File: config.mk
export PLATFORM = sky130hd
export DESIGN_NAME = fuse_ctrl_edn_arb_flat
export DESIGN_NICKNAME = d
export VERILOG_FILES = /design/src/rtl/caliptra_otp_ctrl_pkg.sv /design/src/rtl/fuse_ctrl_edn_arb_if.sv /design/src/rtl/fuse_ctrl_edn_rr_pick.sv /design/src/rtl/fuse_ctrl_edn_arb.sv /design/src/flat_wrapper.sv
export SDC_FILE = /design/constraint.sdc
export NUM_CORES = 1
export LEC_CHECK = 0
export ABC_AREA = 1
export ABC_CLOCK_PERIOD_IN_PS = 3910
export CAP_MARGIN = 25
export CELL_PAD_IN_SITES_DETAIL_PLACEMENT = 1
export CELL_PAD_IN_SITES_GLOBAL_PLACEMENT = 2
export CORE_MARGIN = 1.5
export CORE_UTILIZATION = 29
export CTS_CLUSTER_DIAMETER = 150
export DETAILED_ROUTE_END_ITERATION = 8
export PLACE_DENSITY_LB_ADDON = 0.2
export SLEW_MARGIN = 20
export SYNTH_ARGS = -nofsm -noshare
export SYNTH_HDL_FRONTEND = slang
export SYNTH_HIERARCHICAL = 1
export SYNTH_SLANG_ARGS = --single-unit
export TNS_END_PERCENT = 10
File: constraint.sdc
create_clock -name clk_i -period 3.91 [get_ports clk_i]
set_input_delay 0.391 -clock clk_i [delete_from_list [all_inputs] [get_ports clk_i]]
set_output_delay 0.391 -clock clk_i [all_outputs]
set_load 0.02 [all_outputs]
File: src/rtl/caliptra_otp_ctrl_pkg.sv
// Shared fuse-controller definitions used by the EDN arbiter: consumer indices,
// EDN word/length/timeout constants and the arbiter state encoding.
package caliptra_otp_ctrl_pkg;

  typedef enum logic [1:0] {
    EdnLfsr  = 2'd0,
    EdnKey   = 2'd1,
    EdnNonce = 2'd2
  } edn_consumer_e;

  localparam int EdnNumReq         = 3;
  localparam int EdnWordW          = 32;
  localparam int EdnMaxWords       = 8;
  localparam int EdnTimeoutDefault = 1024;

  typedef enum logic {
    StIdle = 1'b0,
    StXfer = 1'b1
  } edn_arb_state_e;

  // Width of a per-consumer word count able to hold 0..max_words.
  function automatic int edn_len_w(input int max_words);
    return $clog2(max_words + 1);
  endfunction

endpackage

File: src/rtl/fuse_ctrl_edn_arb_if.sv
// Consumer request/response bundle plus the EDN req/ack port of the arbiter.
// Handshake: edn_req_o is a level held for the whole grant; each cycle with
// edn_ack_i high while granted transfers one word, rsp_valid_o pulses one cycle later.
interface fuse_ctrl_edn_arb_if
  import caliptra_otp_ctrl_pkg::*;
#(
  parameter int NumReq   = EdnNumReq,
  parameter int WordW    = EdnWordW,
  parameter int MaxWords = EdnMaxWords
);
  localparam int LenW = edn_len_w(MaxWords);

  logic [NumReq-1:0]      req_i;
  logic [NumReq*LenW-1:0] req_len_i;
  logic [NumReq-1:0]      gnt_o;
  logic [NumReq-1:0]      rsp_valid_o;
  logic [WordW-1:0]       rsp_bits_o;
  logic                   rsp_fips_o;
  logic [NumReq-1:0]      done_o;
  logic [NumReq-1:0]      err_o;
  logic                   edn_req_o;
  logic                   edn_ack_i;
  logic [WordW-1:0]       edn_bits_i;
  logic                   edn_fips_i;

  // Consumers and the EDN source.
  modport master (
    output req_i, req_len_i, edn_ack_i, edn_bits_i, edn_fips_i,
    input  gnt_o, rsp_valid_o, rsp_bits_o, rsp_fips_o, done_o, err_o, edn_req_o
  );

  // The arbiter.
  modport slave (
    input  req_i, req_len_i, edn_ack_i, edn_bits_i, edn_fips_i,
    output gnt_o, rsp_valid_o, rsp_bits_o, rsp_fips_o, done_o, err_o, edn_req_o
  );

endinterface

File: src/rtl/fuse_ctrl_edn_rr_pick.sv
// Combinational round-robin picker: first requester at or after ptr, wrapping.
module fuse_ctrl_edn_rr_pick #(
  parameter int NumReq = 3
) (
  input  logic [NumReq-1:0]         req,
  input  logic [$clog2(NumReq)-1:0] ptr,
  output logic [NumReq-1:0]         onehot,
  output logic [$clog2(NumReq)-1:0] idx
);
  localparam int IdxW = $clog2(NumReq);

  // Scan from the farthest offset down so the nearest requester is written last.
  always_comb begin
    onehot = '0;
    idx    = '0;
    for (int i = NumReq - 1; i >= 0; i--) begin
      int j;
      j = int'(ptr) + i;
      if (j >= NumReq) j = j - NumReq;
      if (req[j]) begin
        onehot    = '0;
        onehot[j] = 1'b1;
        idx       = IdxW'(j);
      end
    end
  end

endmodule

File: src/rtl/fuse_ctrl_edn_arb.sv
// Shares the single EDN port between fuse-controller consumers: round-robin grant,
// multi-word EDN req/ack sequencing, registered word return and a stall watchdog.
module fuse_ctrl_edn_arb
  import caliptra_otp_ctrl_pkg::*;
#(
  parameter int NumReq        = EdnNumReq,
  parameter int WordW         = EdnWordW,
  parameter int MaxWords      = EdnMaxWords,
  parameter int TimeoutCycles = EdnTimeoutDefault
) (
  input  logic                  clk_i,
  input  logic                  rst_i,
  fuse_ctrl_edn_arb_if.slave    bus,
  output edn_arb_state_e        dbg_state
);
  localparam int LenW = edn_len_w(MaxWords);
  localparam int IdxW = $clog2(NumReq);
  localparam int WdW  = (TimeoutCycles > 0) ? $clog2(TimeoutCycles + 1) : 1;

  edn_arb_state_e    state_q, state_d;
  logic [IdxW-1:0]   idx_q, idx_d;
  logic [IdxW-1:0]   rr_q, rr_d;
  logic [LenW-1:0]   cnt_q, cnt_d;
  logic [WdW-1:0]    wd_q, wd_d;
  logic [NumReq-1:0] gnt_q, gnt_d;
  logic [NumReq-1:0] rsp_valid_q, rsp_valid_d;
  logic [WordW-1:0]  rsp_bits_q, rsp_bits_d;
  logic              rsp_fips_q, rsp_fips_d;
  logic [NumReq-1:0] done_q, done_d;
  logic [NumReq-1:0] err_q, err_d;
  logic              edn_req_q, edn_req_d;

  logic [NumReq-1:0] pick_onehot;
  logic [IdxW-1:0]   pick_idx;
  logic [LenW-1:0]   len_sel;
  logic [LenW-1:0]   len_clamped;

  fuse_ctrl_edn_rr_pick #(.NumReq(NumReq)) u_pick (
    .req    (bus.req_i),
    .ptr    (rr_q),
    .onehot (pick_onehot),
    .idx    (pick_idx)
  );

  assign len_sel     = bus.req_len_i[int'(pick_idx)*LenW +: LenW];
  assign len_clamped = (len_sel > LenW'(MaxWords)) ? LenW'(MaxWords) : len_sel;

  function automatic logic [IdxW-1:0] next_idx(input logic [IdxW-1:0] k);
    return (k == IdxW'(NumReq - 1)) ? '0 : k + IdxW'(1);
  endfunction

  always_comb begin
    state_d     = state_q;
    idx_d       = idx_q;
    rr_d        = rr_q;
    cnt_d       = cnt_q;
    wd_d        = wd_q;
    gnt_d       = gnt_q;
    rsp_valid_d = '0;
    rsp_bits_d  = rsp_bits_q;
    rsp_fips_d  = rsp_fips_q;
    done_d      = '0;
    err_d       = '0;
    edn_req_d   = edn_req_q;

    case (state_q)
      StIdle: begin
        gnt_d     = '0;
        edn_req_d = 1'b0;
        if (|bus.req_i) begin
          idx_d = pick_idx;
          gnt_d = pick_onehot;
          wd_d  = '0;
          cnt_d = len_clamped;
          if (len_clamped == '0) begin
            // Zero-length grant completes without touching EDN.
            done_d = pick_onehot;
            rr_d   = next_idx(pick_idx);
          end else begin
            edn_req_d = 1'b1;
            state_d   = StXfer;
          end
        end
      end

      StXfer: begin
        if (bus.edn_ack_i) begin
          rsp_valid_d = gnt_q;
          rsp_bits_d  = bus.edn_bits_i;
          rsp_fips_d  = bus.edn_fips_i;
          cnt_d       = cnt_q - LenW'(1);
          // The cycle after an ack already counts as one cycle of waiting.
          wd_d        = WdW'(1);
          if (cnt_q == LenW'(1)) begin
            done_d    = gnt_q;
            gnt_d     = '0;
            edn_req_d = 1'b0;
            rr_d      = next_idx(idx_q);
            state_d   = StIdle;
          end
        end else if ((TimeoutCycles > 0) && (wd_q == WdW'(TimeoutCycles))) begin
          err_d     = gnt_q;
          gnt_d     = '0;
          edn_req_d = 1'b0;
          cnt_d     = '0;
          rr_d      = next_idx(idx_q);
          state_d   = StIdle;
        end else if (TimeoutCycles > 0) begin
          wd_d = wd_q + WdW'(1);
        end
      end

      default: state_d = StIdle;
    endcase
  end

  always_ff @(posedge clk_i or posedge rst_i) begin
    if (rst_i) begin
      state_q     <= StIdle;
      idx_q       <= '0;
      rr_q        <= '0;
      cnt_q       <= '0;
      wd_q        <= '0;
      gnt_q       <= '0;
      rsp_valid_q <= '0;
      rsp_bits_q  <= '0;
      rsp_fips_q  <= 1'b0;
      done_q      <= '0;
      err_q       <= '0;
      edn_req_q   <= 1'b0;
    end else begin
      state_q     <= state_d;
      idx_q       <= idx_d;
      rr_q        <= rr_d;
      cnt_q       <= cnt_d;
      wd_q        <= wd_d;
      gnt_q       <= gnt_d;
      rsp_valid_q <= rsp_valid_d;
      rsp_bits_q  <= rsp_bits_d;
      rsp_fips_q  <= rsp_fips_d;
      done_q      <= done_d;
      err_q       <= err_d;
      edn_req_q   <= edn_req_d;
    end
  end

  assign bus.gnt_o       = gnt_q;
  assign bus.rsp_valid_o = rsp_valid_q;
  assign bus.rsp_bits_o  = rsp_bits_q;
  assign bus.rsp_fips_o  = rsp_fips_q;
  assign bus.done_o      = done_q;
  assign bus.err_o       = err_q;
  assign bus.edn_req_o   = edn_req_q;
  assign dbg_state       = state_q;

endmodule
File: src/flat_wrapper.sv
// flat-port wrapper written by rule: the top's interface ports become plain ports
module fuse_ctrl_edn_arb_flat import caliptra_otp_ctrl_pkg::*;
#(
  parameter int NumReq        = EdnNumReq,
  parameter int WordW         = EdnWordW,
  parameter int MaxWords      = EdnMaxWords,
  parameter int TimeoutCycles = EdnTimeoutDefault
)
  (clk_i, rst_i, dbg_state, bus_req_i, bus_req_len_i, bus_edn_ack_i, bus_edn_bits_i, bus_edn_fips_i, bus_gnt_o, bus_rsp_valid_o, bus_rsp_bits_o, bus_rsp_fips_o, bus_done_o, bus_err_o, bus_edn_req_o);
  fuse_ctrl_edn_arb_if #(.NumReq(NumReq), .WordW(WordW), .MaxWords(MaxWords)) bus_i ();
  input  logic clk_i;
  input  logic rst_i;
  output edn_arb_state_e dbg_state;
  input wire logic [$bits(bus_i.req_i)-1:0] bus_req_i;
  input wire logic [$bits(bus_i.req_len_i)-1:0] bus_req_len_i;
  input wire logic [$bits(bus_i.edn_ack_i)-1:0] bus_edn_ack_i;
  input wire logic [$bits(bus_i.edn_bits_i)-1:0] bus_edn_bits_i;
  input wire logic [$bits(bus_i.edn_fips_i)-1:0] bus_edn_fips_i;
  output wire logic [$bits(bus_i.gnt_o)-1:0] bus_gnt_o;
  output wire logic [$bits(bus_i.rsp_valid_o)-1:0] bus_rsp_valid_o;
  output wire logic [$bits(bus_i.rsp_bits_o)-1:0] bus_rsp_bits_o;
  output wire logic [$bits(bus_i.rsp_fips_o)-1:0] bus_rsp_fips_o;
  output wire logic [$bits(bus_i.done_o)-1:0] bus_done_o;
  output wire logic [$bits(bus_i.err_o)-1:0] bus_err_o;
  output wire logic [$bits(bus_i.edn_req_o)-1:0] bus_edn_req_o;
  assign bus_i.req_i = bus_req_i;
  assign bus_i.req_len_i = bus_req_len_i;
  assign bus_i.edn_ack_i = bus_edn_ack_i;
  assign bus_i.edn_bits_i = bus_edn_bits_i;
  assign bus_i.edn_fips_i = bus_edn_fips_i;
  assign bus_gnt_o = bus_i.gnt_o;
  assign bus_rsp_valid_o = bus_i.rsp_valid_o;
  assign bus_rsp_bits_o = bus_i.rsp_bits_o;
  assign bus_rsp_fips_o = bus_i.rsp_fips_o;
  assign bus_done_o = bus_i.done_o;
  assign bus_err_o = bus_i.err_o;
  assign bus_edn_req_o = bus_i.edn_req_o;
  fuse_ctrl_edn_arb #(.NumReq(NumReq), .WordW(WordW), .MaxWords(MaxWords), .TimeoutCycles(TimeoutCycles)) u_core (.clk_i(clk_i), .rst_i(rst_i), .bus(bus_i), .dbg_state(dbg_state));
endmodule
==> flow_metrics.py <==
metrics = {
    "setup_path": {
        "crit_top_cell": "nand2_1",
        "cp_max_fo": 7,
        "path_cells": "inv_1 -> ha_1 -> inv_2 -> nand3_2 -> nand2_1 -> nand2_1 -> nand2_1 -> nand2_1 -> nand2_1 -> nand2_1 -> inv_2 -> nand3_1 -> nand3_1 -> nor2_1 -> nand2_2 -> nand2_2 -> nand2_1 -> nand2_1 -> nand2_1",
        "critPathLaunch": "u_core/rr_q[0]",
        "worst_ep_required_time_ns": 4.12,
        "critical_path_class": "flip-flop to flip-flop",
        "r2r_start": "u_core/rr_q[0]",
        "slowest_stage": "dfrtp_1",
        "cp_num_cells": 19,
        "worst_setup_path_start_kind": "flip-flop",
        "cp.arrival_ns": 2.81,
        "critPathTopFamily": "simple AND/OR/NAND/NOR gates",
        "r2r_cells": 19,
        "slowest_delay_ns": 0.41,
        "cp-end-kind": "flip-flop",
        "cp_num_buf_inv": 3,
    },
    "logic_synthesis": {
        "synth_seq_cells": 66,
        "syn_area_sq_um": 3350,
        "yosysTopAreaCell": "dfrtp_1",
        "synth_mux_area_share_pct": 0,
        "postSynthCellCount": 421,
        "yosysSeqAreaShare_pct": 49.2,
        "yosys.area_share.simple_pct": 33.3,
        "synth.avg_cell_area_sq_um": 7.97,
        "synth_warnings": 6,
        "syn_nets": 480,
        "synth_top_family_by_area": "simple AND/OR/NAND/NOR gates",
        "synth-compound-area-share_pct": 7.76,
        "synthDistinctLibCells": 30,
        "synthAdderAreaFrac_pct": 2.98,
        "synthTopCellsByArea": "dfrtp_1 49%, nand2_1 19%, nand3_1 5.1%, ha_1 3.0%, inv_1 2.8%",
        "synthDominantCellAreaShare_pct": 49.2,
        "synth-xor-area-share_pct": 0.261,
    },
    "layout": {
        "num-nets-final": 579,
        "final_cell_mix": "172 x nand2_1, 97 x clkdlybuf4s50_1, 66 x dfrtp_1",
        "final_common_cell": "nand2_1",
        "fin_util_pct": 42.1,
        "drive_gt1_share_pct": 12.2,
        "instances_no_fill": 668,
        "diodes": 0,
        "fillers": 1376,
        "area_growth_pct": 42.6,
    },
    "grt": {
        "grt_max_degree": 67,
        "antenna_found_initial": 0,
        "grt_pass1_vias": 3293,
        "gr-total-overflow": 0,
        "grt_pass1_wl_mm": 16.6,
        "track_usage_pct": 17.0,
    },
    "sta": {
        "slew_headroom_pct": 42.9,
        "fin_crit_ns": 2.60,
        "clock_skew_ns": 0.00738,
        "setup_viol": 0,
        "maxSlewViolCount": 0,
        "fmax_mhz": 385,
        "period_share_pct": 66.5,
        "grt_setup_unrepaired": "no",
        "hold_viol": 0,
        "fin_setup_tns_ns": 0,
        "worstMarginPinSlew_ns": 0.857,
    },
    "routing": {
        "ant_nets": 0,
        "vias_per_cell": 4.60,
        "first_iter_violations": 154,
        "wl_mm": 9.76,
        "routedWlPerCell_microns": 14.6,
        "drc_errors": 0,
        "first_pass_iters": 4,
        "vias": 3074,
    },
    "placement": {
        "dp.cells": 652,
        "dp_hpwl_mm": 7.30,
        "gp_congestion": 0.839,
        "portBuffers": 97,
    },
    "clock_tree": {
        "h-tree-depth": 3,
        "clockBufferDepth": 2,
        "cts.sinks": 66,
        "root_buffer": "clkbuf_16",
        "cts_setup_buffers": 0,
        "cts_buffers": 9,
        "cts_resized": 0,
        "clk_latency_ns": 0.33,
        "hold_buffers": 0,
        "cts_tree": "yes",
        "clk_pin_slew_ns": 0.06,
    },
    "die": {
        "die_y_microns": 111,
        "fp.coreArea_sq_um": 11400,
        "dieArea_sq_um": 12200,
        "num_io_pins": 98,
        "start_util_pct": 29.5,
        "dieWidth_microns": 111,
        "num_rows": 39,
    },
    "status": {
        "outcome": "completed",
    },
    "power_and_ir_drop": {
        "p_leak_nw": 2.26,
        "p_per_area_nw_per_um2": 753,
        "vdd_drop_max_v": 0.000270,
    },
    "worst_hold_path": {
        "hp-start": "u_core/bus.rsp_bits_o[21]",
        "hold_path_class": "flip-flop to flip-flop",
        "worstHoldPathCells": 2,
    },
    "run": {
        "cap_violations": 0,
    },
}
==> worst register-to-register path, delay by kind of cell (launching register included) <==
family        cells  cell delay [ns]
buf+inv           3             0.25
flops             1             0.41
fa+ha+maj         1             0.38
simple gates     15             1.43
==> logic make-up (layout without fill, tap and decap cells) <==
family,Yosys count,in the layout
buf+inv,52,156
compound gates,38,38
flops,66,66
simple gates,256,256
fa+ha+maj,8,8
xor+xnor,1,1
==> power breakdown <==
| part | switching (W) | internal [W] | total, W |
|---|---|---|---|
| registers | 0.000171 | 0.000912 | 0.00108 |
| clock network | 0.000296 | 0.000576 | 0.000872 |
| logic | 0.000992 | 0.000653 | 0.00164 |
==> per-stage QoR <==
step / setup slack (ns) / hold slack (ns) / area [sq um] / total power (W)
3_3_place_gp: 1.32 / 0.461 / 4460 / 0.00273
3_5_place_dp: 1.20 / 0.466 / 4460 / 0.00276
6_report: 1.31 / 0.479 / 4780 / 0.00360
2_1_floorplan: 1.74 / 0.487 / 3350 / 0.00209
5_1_grt: 0.977 / 0.500 / 4780 / 0.00388
4_1_cts: 1.29 / 0.482 / 4780 / 0.00366
==> Yosys cell counts, drive strengths merged <==
cell,count
clkbuf,5
nand4,11
a31oi,1
o21ai,25
nand3,37
ha,8
inv,41
nand2,177
o211ai,1
a22oi,1
o32ai,4
or2,2
a21oi,6
dfrtp,66
nor3,3
nor2,26
buf,6
xor2,1
==> layout make-up <==
type	instances	area (sq um)	area share [%]
clock buffer	10	239	5.00
clock inverter	6	88.8	1.86
inverter	41	154	3.22
multi-input combinational	303	1490	31.0
sequential	66	1650	34.5
tap	143	179	3.74
timing repair buffer	99	986	20.6
==> routing by layer <==
| metal | vias to the layer above | track usage, % | part of all wire (%) |
|---|---|---|---|
| li1 | 1543 | - | - |
| met1 | 1470 | 21.3 | 46 |
| met2 | 55 | 29.3 | 49 |
| met3 | 6 | 4.34 | 3.5 |
| met4 | 0 | 4.36 | 0.82 |
| met5 | - | 0 | 0 |
==> worst paths after layout <==
check | slack, ns | endpoint
min reg2reg | 0.48 | u_core/bus.rsp_bits_o[21]
max in group asynchronous | 2.70 | u_core/bus.rsp_bits_o[12]
min | 0.48 | u_core/bus.rsp_bits_o[21]
min in group asynchronous | 0.65 | u_core/bus.rsp_bits_o[19]
max | 1.31 | u_core/rr_q[1]
max reg2reg | 1.31 | u_core/rr_q[1]
==> sequential cells by signal, summed over array words and instances, names as in the netlist <==
name,count
u_core/dbg_state,1
u_core/cnt_q,4
u_core/bus.gnt_o,3
u_core/bus.edn_req_o,1
u_core/bus.done_o,3
u_core/idx_q,2
u_core/bus.err_o,3
u_core/bus.rsp_fips_o,1
u_core/bus.rsp_valid_o,3
u_core/bus.rsp_bits_o,32
u_core/rr_q,2
u_core/wd_q,11
No activity file was read; power rests on OpenSTA's default activity.
